`config.mk`:
```
export PLATFORM = sky130hd
export DESIGN_NAME = deserializer_flat
export DESIGN_NICKNAME = d
export VERILOG_FILES = /design/src/rtl/deserializer_if.sv /design/src/rtl/deserializer.sv /design/src/flat_wrapper.sv
export SDC_FILE = /design/constraint.sdc
export NUM_CORES = 1
export LEC_CHECK = 0
export ABC_AREA = 1
export CORE_ASPECT_RATIO = 1.2
export CORE_MARGIN = 5
export CORE_UTILIZATION = 42
export DETAILED_ROUTE_END_ITERATION = 12
export PLACE_DENSITY_LB_ADDON = 0.08
export SLEW_MARGIN = 20
export SYNTH_ARGS = -nofsm -noshare
export SYNTH_HDL_FRONTEND = slang
export SYNTH_SLANG_ARGS = --single-unit
```
`constraint.sdc`:
```
create_clock -name clk -period 4.3 [get_ports clk]
set_input_delay 0.43 -clock clk [delete_from_list [all_inputs] [get_ports clk]]
set_output_delay 0.43 -clock clk [all_outputs]
set_load 0.01 [all_outputs]
```
`src/rtl/deserializer_if.sv`:
```
// ---------------------------------------------------------------------------
// deserializer_if
// Groups the parallel-side signals of the deserializer: the received word,
// the valid/ack handshake, the error pulses, the good-frame counter and the
// busy flag.
//   master : deserializer side (drives word, status and counter; reads ack)
//   slave  : consumer side (reads word, status and counter; drives ack)
// Parameters:
//   DATA_W : payload bits per frame
//   CNT_W  : width of the good-frame counter
// ---------------------------------------------------------------------------
interface deserializer_if #(
    parameter int DATA_W = 8,
    parameter int CNT_W  = 16
);
    logic [DATA_W-1:0] data_out;
    logic              data_valid;
    logic              data_ack;
    logic              parity_err;
    logic              frame_err;
    logic              overrun_err;
    logic [CNT_W-1:0]  frame_cnt;
    logic              busy;

    modport master (
        output data_out,
        output data_valid,
        input  data_ack,
        output parity_err,
        output frame_err,
        output overrun_err,
        output frame_cnt,
        output busy
    );

    modport slave (
        input  data_out,
        input  data_valid,
        output data_ack,
        input  parity_err,
        input  frame_err,
        input  overrun_err,
        input  frame_cnt,
        input  busy
    );
endinterface

```
`src/rtl/deserializer.sv`:
```
// ---------------------------------------------------------------------------
// deserializer
// Receives frames from a serial line in the same clock domain, one bit per
// clock: start bit 1, DATA_W data bits MSB first, even-parity bit, stop
// bit 0. Good words are loaded into a single holding register with a
// valid/ack handshake; bad or unstorable words raise one-cycle error pulses.
// Ports:
//   clk       : system clock, rising edge
//   rst_n     : asynchronous active-low reset
//   signal_in : serial line, sampled directly every rising edge
//   bus       : deserializer_if.master (data_out, data_valid, data_ack,
//               parity_err, frame_err, overrun_err, frame_cnt, busy)
// ---------------------------------------------------------------------------
module deserializer #(
    parameter int DATA_W = 8,
    parameter int CNT_W  = 16
) (
    input  logic           clk,
    input  logic           rst_n,
    input  logic           signal_in,
    deserializer_if.master bus
);

    localparam int BIT_W = (DATA_W > 1) ? $clog2(DATA_W) : 1;
    localparam logic [BIT_W-1:0] LAST_BIT = BIT_W'(DATA_W - 1);

    typedef enum logic [1:0] {
        IDLE   = 2'd0,
        DATA   = 2'd1,
        PARITY = 2'd2,
        STOP   = 2'd3
    } state_t;

    state_t            state_q,       state_d;
    logic [BIT_W-1:0]  bit_cnt_q,     bit_cnt_d;
    logic [DATA_W-1:0] shift_q,       shift_d;
    logic              par_q,         par_d;
    logic [DATA_W-1:0] data_out_q,    data_out_d;
    logic              data_valid_q,  data_valid_d;
    logic              parity_err_q,  parity_err_d;
    logic              frame_err_q,   frame_err_d;
    logic              overrun_err_q, overrun_err_d;
    logic [CNT_W-1:0]  frame_cnt_q,   frame_cnt_d;

    always_ff @(posedge clk or negedge rst_n) begin
        if (!rst_n) begin
            state_q       <= IDLE;
            bit_cnt_q     <= '0;
            shift_q       <= '0;
            par_q         <= 1'b0;
            data_out_q    <= '0;
            data_valid_q  <= 1'b0;
            parity_err_q  <= 1'b0;
            frame_err_q   <= 1'b0;
            overrun_err_q <= 1'b0;
            frame_cnt_q   <= '0;
        end else begin
            state_q       <= state_d;
            bit_cnt_q     <= bit_cnt_d;
            shift_q       <= shift_d;
            par_q         <= par_d;
            data_out_q    <= data_out_d;
            data_valid_q  <= data_valid_d;
            parity_err_q  <= parity_err_d;
            frame_err_q   <= frame_err_d;
            overrun_err_q <= overrun_err_d;
            frame_cnt_q   <= frame_cnt_d;
        end
    end

    always_comb begin
        state_d       = state_q;
        bit_cnt_d     = bit_cnt_q;
        shift_d       = shift_q;
        par_d         = par_q;
        data_out_d    = data_out_q;
        data_valid_d  = data_valid_q;
        parity_err_d  = 1'b0;
        frame_err_d   = 1'b0;
        overrun_err_d = 1'b0;
        frame_cnt_d   = frame_cnt_q;

        // An ack only consumes a word that is actually held; a good word
        // completing on the same edge overrides this below.
        if (data_valid_q && bus.data_ack) begin
            data_valid_d = 1'b0;
        end

        case (state_q)
            IDLE: begin
                if (signal_in) begin
                    state_d   = DATA;
                    bit_cnt_d = '0;
                end
            end
            DATA: begin
                shift_d = {shift_q[DATA_W-2:0], signal_in};
                if (bit_cnt_q == LAST_BIT) begin
                    state_d = PARITY;
                end else begin
                    bit_cnt_d = bit_cnt_q + 1'b1;
                end
            end
            PARITY: begin
                par_d   = signal_in;
                state_d = STOP;
            end
            STOP: begin
                // Always return to IDLE: the stop bit itself can never be
                // taken as the next start bit.
                state_d = IDLE;
                if (signal_in) begin
                    frame_err_d = 1'b1;
                end else if ((^shift_q) != par_q) begin
                    parity_err_d = 1'b1;
                end else if (!data_valid_q || bus.data_ack) begin
                    data_out_d   = shift_q;
                    data_valid_d = 1'b1;
                    frame_cnt_d  = frame_cnt_q + 1'b1;
                end else begin
                    overrun_err_d = 1'b1;
                end
            end
            default: begin
                state_d = IDLE;
            end
        endcase
    end

    assign bus.data_out    = data_out_q;
    assign bus.data_valid  = data_valid_q;
    assign bus.parity_err  = parity_err_q;
    assign bus.frame_err   = frame_err_q;
    assign bus.overrun_err = overrun_err_q;
    assign bus.frame_cnt   = frame_cnt_q;
    assign bus.busy        = (state_q != IDLE);

endmodule

```
`src/flat_wrapper.sv`:
```
// flat-port wrapper written by rule: the top's interface ports become plain ports
module deserializer_flat 
#(
    parameter int DATA_W = 8,
    parameter int CNT_W  = 16
)
  (clk, rst_n, signal_in, bus_data_out, bus_data_valid, bus_data_ack, bus_parity_err, bus_frame_err, bus_overrun_err, bus_frame_cnt, bus_busy);
  deserializer_if #(.DATA_W(DATA_W), .CNT_W(CNT_W)) bus_i ();
  input  logic clk;
  input  logic rst_n;
  input  logic signal_in;
  output wire logic [$bits(bus_i.data_out)-1:0] bus_data_out;
  output wire logic [$bits(bus_i.data_valid)-1:0] bus_data_valid;
  input wire logic [$bits(bus_i.data_ack)-1:0] bus_data_ack;
  output wire logic [$bits(bus_i.parity_err)-1:0] bus_parity_err;
  output wire logic [$bits(bus_i.frame_err)-1:0] bus_frame_err;
  output wire logic [$bits(bus_i.overrun_err)-1:0] bus_overrun_err;
  output wire logic [$bits(bus_i.frame_cnt)-1:0] bus_frame_cnt;
  output wire logic [$bits(bus_i.busy)-1:0] bus_busy;
  assign bus_data_out = bus_i.data_out;
  assign bus_data_valid = bus_i.data_valid;
  assign bus_i.data_ack = bus_data_ack;
  assign bus_parity_err = bus_i.parity_err;
  assign bus_frame_err = bus_i.frame_err;
  assign bus_overrun_err = bus_i.overrun_err;
  assign bus_frame_cnt = bus_i.frame_cnt;
  assign bus_busy = bus_i.busy;
  deserializer #(.DATA_W(DATA_W), .CNT_W(CNT_W)) u_core (.clk(clk), .rst_n(rst_n), .signal_in(signal_in), .bus(bus_i));
endmodule
```
==> key figures <==
STA
  • Worst Tran Pin Value: between 0.5 and 0.6 ns
  • Max-slew violations: 0
  • RSZ-0062 raised after global routing: false
  • Setup violations, final: 0
  • Setup TNS Final: 0 ns
  • Setup Skew: 0.006068 ns
  • Period utilisation layout: a little under half
  • Min cycle time layout: 2.026 ns
  • F_max: 0.4937 GHz
  • Relative slew margins: a little over three fifths
  • Final Hold Fails: 0

Layout
  • Ant diodes: 0
  • Post-Layout Cell Count: between 300 and 400
  • Layout cells sized above 1: 4.908%
  • Area Overhead vs Synth: 19.16%
  • # fillers: 539
  • Layout Nets: roughly 340

Critical path
  • Critical R2R Capture: u_core.bit_cnt_q[1]
  • Reg2Reg Launch Point: u_core.state_q[1]
  • CP required: 3.87 ns
  • Worst R2R Setup Slack: about 2.4 ns
  • Crit. End Element: output port
  • Max Fanout on Critical Path: 4
  • CP Data Arrival Time: roughly 1.6 ns
  • Worst Setup SP: u_core.state_q[0]
  • Capture point of the critical path: bus_busy
  • Register-to-Register Path Depth: 6
  • Startpoint types: flip-flop
  • Crit Path Category: reg2out

Routing
  • Antenna Nets Post-Route: 0
  • Initial DRC count: 66
  • WL/cell: 12.64 um
  • Vias: 1935
  • Vias/cell: ~5.0
  • Drt total wl: 4906 um
  • First-pass iteration count of the detailed router: 4
  • # DRC: 0

Die
  • Core area: 5298 um2
  • Die width: 77.44 um
  • IO Pins: 33
  • Die Y: 90.93 um
  • Initial Util: 43.27%
  • DIE AREA: 7041 um2
  • Row count: 29

Global route
  • Number of global-route vias before repair: between 1500 and 2000
  • First-pass GRT wire length: 8680 um
  • Met2 usage: 26.26%
  • Gr ovfl total: 0
  • Initial antenna violation count: 0
  • Met3 Use GR: 3.194%
  • GRT Max-Usage Layer: met2
  • Pin count of the biggest net entering global routing: 43
  • Global routing usage on met1: 18.19%
  • Gr usage total: 15.00%

Clocking
  • Clock network latency to the later pin of the worst-skew pair: 0.29 ns
  • Clock sinks: 42
  • CTS tree: built
  • Clk pin slew, worst setup/hold paths: roughly 0.080 ns
  • CTS Buffer Depth: 2
  • Setup Fix Bufs, Post-CTS: 0
  • CTS root buf: clkbuf_8
  • H-tree levels: 2
  • Resize count post-CTS: 0
  • Hold_buf cts: 0
  • Num CTS Buffers: 5

Synthesis
  • Syn Area/Cell: 7.797 um2
  • Top-area cell type share of the netlist area: a little under half
  • Area of the mapped netlist: 2292 um2
  • Post-synth EDFFs: 0
  • Mapped Cells: between 200 and 300
  • Synth top area cells: dfrtp_1, nand2_1, nand4_1, inv_1, ha_1
  • Post-synthesis net count: 306
  • Top-count cell post-synth: nand2_1
  • Seq/Total Area, Yosys: 45.85%
  • Synth warn: 0
  • Ys async rst share: 100.0%
  • Area leader, netlist: dfrtp_1
  • Synth top cells by count: nand2_1, dfrtp_1, inv_1, nand4_1, nor2_1
  • Register bit total from synthesis: 42
  • Synth cell types: 22
  • Synth Flop Type: dfrtp_1

Run
  • Maxcap violations: 0

Placed design
  • HPWL after DPL: 3357 um
  • # port buffers: 32
  • Placed Cells: 380
  • Final weighted congestion in routability-driven placement: 0.7629

Power
  • Peak VDD IR: 0.4615 mV
  • Power per cell area: 606.3 nW/um2
  • LEAKAGE: between 1 and 1.5 nW

Min path
  • Hold Crit Class: in2async

Status
  • Status: finished clean
## cell usage in the layout (no fill, tap or decap), drive strengths merged
cell type / n
nor3: 6
inv: 31
o31ai: 1
a32o: 2
nand3: 9
clkdlybuf4s50: 31
o21ai: 12
xnor2: 4
nand2: 119
a21oi: 2
buf: 3
dfrtp: 42
nor2: 15
clkinv: 1
clkbuf: 7
xor2: 6
nand4: 27
ha: 8
## power by group
group	leakage [nW]	switching (mW)	internal [mW]
clock network	0.0482	0.137	0.130
registers	0.558	0.101	0.508
logic	0.775	0.491	0.289
## per-layer routing
layer,wire length (um),part of all wire [%]
met1,2244,46
met2,2445,50
met3,149,3.0
met4,68,1.4
met5,0,0
## through the flow
| stage | util (%) | power [mW] | worst slack [ns] | cell area [um2] | hold slack, ns |
|---|---|---|---|---|---|
| detailed placement | 49.79 | 1.412 | 2.305 | 2638 | 0.4590 |
| global placement | 49.79 | 1.391 | 2.340 | 2638 | 0.4585 |
| CTS | 51.51 | 1.683 | 2.244 | 2729 | 0.3131 |
| finish | 51.56 | 1.656 | 2.274 | 2731 | 0.1153 |
| global route | 51.56 | 1.816 | 2.159 | 2731 | 0.1590 |
| floorplan | - | 1.179 | 2.774 | 2292 | 0.1344 |
## registers in the layout (all words and copies together), names as in the netlist
register,cells
u_core.bus.overrun_err,1
u_core.bus.data_valid,1
u_core.bus.frame_err,1
u_core.state_q,2
u_core.par_q,1
u_core.bit_cnt_q,3
u_core.bus.frame_cnt,16
u_core.bus.parity_err,1
u_core.shift_q,8
u_core.bus.data_out,8
## worst min path at each step
stage	endpoint	slack (ns)	depth (start not counted)
final	u_core.bus.frame_cnt[2]	0.12	1
after CTS	u_core.bus.frame_cnt[7]	0.31	1
after detailed placement	u_core.bus.data_out[6]	0.46	2
after global placement	u_core.bus.data_out[0]	0.46	2
after floorplan	u_core.bit_cnt_q[0]	0.13	0
after global routing	u_core.bus.frame_cnt[7]	0.16	1
## worst max-delay path, cell delays in order (launching register included)
cell and delay [ns]:
dfrtp_1 0.38, inv_1 0.10, ha_1 0.21, inv_1 0.08, clkdlybuf4s50_1 0.54
## cell type report
class                           count  area, um2  share of cell area (%)
Multi-Input combinational cell    211       1062                   38.89
Sequential cell                    42       1051                   38.48
Timing Repair Buffer               34      332.8                   12.19
Inverter                           31      116.4                   4.260
Clock buffer                        7      86.33                   3.161
Tap cell                           62      77.57                   2.840
Clock inverter                      1      5.005                  0.1832
## kinds of logic (layout without fill, tap and decap cells)
family                   Yosys count  after routing  share of synthesized area [%]
adder cells (fa/ha/maj)            8              8                          4.367
AND/OR/NAND/NOR                  176            176                          33.90
buffers and inverters             41             73                          7.805
AO/OA/AOI/OAI                     17             17                          4.258
flip-flops                        42             42                          45.85
XOR/XNOR                          10             10                          3.821
Power figures use the tool's default switching activity.
==> patch, RTL diff (config.mk and constraints unchanged) <==
`DATA_W` is set to 8 in 3 places; all go to 4.
--- a/src/rtl/deserializer_if.sv
+++ b/src/rtl/deserializer_if.sv
@@ -10,7 +10,7 @@
 //   CNT_W  : width of the good-frame counter
 // ---------------------------------------------------------------------------
 interface deserializer_if #(
-    parameter int DATA_W = 8,
+    parameter int DATA_W = 4,
     parameter int CNT_W  = 16
 );
     logic [DATA_W-1:0] data_out;
--- a/src/rtl/deserializer.sv
+++ b/src/rtl/deserializer.sv
@@ -12,7 +12,7 @@
 //               parity_err, frame_err, overrun_err, frame_cnt, busy)
 // ---------------------------------------------------------------------------
 module deserializer #(
-    parameter int DATA_W = 8,
+    parameter int DATA_W = 4,
     parameter int CNT_W  = 16
 ) (
     input  logic           clk,
--- a/src/flat_wrapper.sv
+++ b/src/flat_wrapper.sv
@@ -1,7 +1,7 @@
 // flat-port wrapper written by rule: the top's interface ports become plain ports
 module deserializer_flat 
 #(
-    parameter int DATA_W = 8,
+    parameter int DATA_W = 4,
     parameter int CNT_W  = 16
 )
   (clk, rst_n, signal_in, bus_data_out, bus_data_valid, bus_data_ack, bus_parity_err, bus_frame_err, bus_overrun_err, bus_frame_cnt, bus_busy);
Interface: changed (resized bus_data_out); port bits go from 33 to 29. The function was not compared with the original's and may differ.
==> patch against the unedited design <==
  * Final cell count down 18%
  * Combinational power down 37%
  * Sequential cell count down 9
  * Largest cell class unchanged
  * Highest routed layer unchanged
  * Setup slack worse by 0.23 ns
  * Maximum frequency down 10%
  * Design area down 19%
  * Wire length down 25%
  * Core utilization up 0.75 points
  * Via count down 21%
  * First-iteration DRC count up 65%
  * Power down 29%
  * Synthesized area down 21%
  * Global-route usage down 0.64 points
==> patch: results (changes against the unedited design) <==
- Place WS: 1.72 ns (-0.583 ns)
- Status: completed
- Non-filler cells, final: 317 (-18%)
- Main area contributors after synthesis: dfrtp_1 (46%), nand2_1 (18%), ha_1 (4.8%), nand4_1 (4.8%), inv_1 (4.8%)
- First-pass GRT wire length: 6.56 mm (-24%)
- Port bufs: 28 (-13%)
- GP Congestion: 0.805 (+5.5%)
- Vias per cell: 4.84 (-2.9%)
- Worst Setup EP: u_core.bus.frame_cnt[11]
- M1 WL: 1.62 mm (-28%)
- Slowest cell on the critical path: nor2_1
- Synth unique cells: 21 (-4.5%)
- Psw: 0.471 mW (-35%)
- Worst reg2reg setup slack: 2.14 ns (-0.25 ns)
- Reg-to-reg startpoint: u_core.state_q[0]
- Inst Count DP: 310 (-18%)
- Vias in the first global route: 1470 (-21%)
- Hold Crit Class: flip-flop to flip-flop
- Number of DRC markers in iteration 0: 109 (+65%)
- Metal2 WL: 1.86 mm (-24%)
- Seq. pwr: 0.455 mW (-25%)
- Post-Route WL: 3.67 mm (-25%)
- Syn nets: 242 (-21%)
- Crit-path max cell delay: 0.74 ns (+0.20 ns)
- Worst path top cell family by delay: simple AND/OR/NAND/NOR gates
- Synth cell count leaders: nand2_1 (87), dfrtp_1 (33), inv_1 (23)
- Leakage power: 1.07 nW (-22%)
- Total Routing Usage GR: 0.144 (-0.00637)
- Post-synthesis sequential area ratio: 0.456 (-0.00208)
- Fin crit period: 2.26 ns (+0.230 ns)
- Crit Path Max Fanout: 20 (+16)
- Sequential share of power: 0.386 (+0.018)
==> patch: cell count changes in the layout (fill, tap and decap cells not counted), moves of 3 or more <==
cell	unedited run	this run
nand2_1	118	87
nand4_1	27	14
dfrtp_1	42	33
inv_1	29	23
nand3_1	6	11
clkdlybuf4s50_1	31	28
nand2_2	0	3
==> patch: kinds of logic (layout without fill, tap and decap cells) <==
| kind of cell | after synthesis | count (layout) | share of synthesized area |
|---|---|---|---|
| fa+ha+maj | 7 | 7 | 0.0484 |
| xor+xnor | 12 | 12 | 0.0581 |
| flops | 33 | 33 | 0.456 |
| compound gates | 11 | 11 | 0.0304 |
| buf+inv | 30 | 60 | 0.0726 |
| simple gates | 138 | 138 | 0.334 |
==> patch: cell type report <==
| cell class | instances | area, sq um |
|---|---|---|
| flip-flops and latches | 33 | 826 |
| well taps | 56 | 70.1 |
| clock buffers | 7 | 86.3 |
| inverters | 24 | 90.1 |
| fillers | 429 | 2020 |
| repair buffers | 29 | 288 |
| multi-input cells | 168 | 852 |
==> patch: routing by layer <==
| metal | up-vias | global-route usage |
|---|---|---|
| met5 | - | 0 |
| met3 | 4 | 0.0343 |
| li1 | 793 | - |
| met2 | 28 | 0.267 |
| met4 | 0 | 0.0536 |
| met1 | 710 | 0.160 |
==> patch: worst min-delay path by stage <==
stage | depth (start not counted) | slack, ns | endpoint
floorplan | 0 | 0.13 | u_core.bit_cnt_q[0]
global placement | 2 | 0.47 | u_core.bus.data_out[3]
detailed placement | 2 | 0.47 | u_core.bus.data_out[3]
CTS | 2 | 0.48 | u_core.bus.data_out[2]
global route | 2 | 0.51 | u_core.bus.data_out[3]
finish | 2 | 0.47 | u_core.bus.data_out[2]
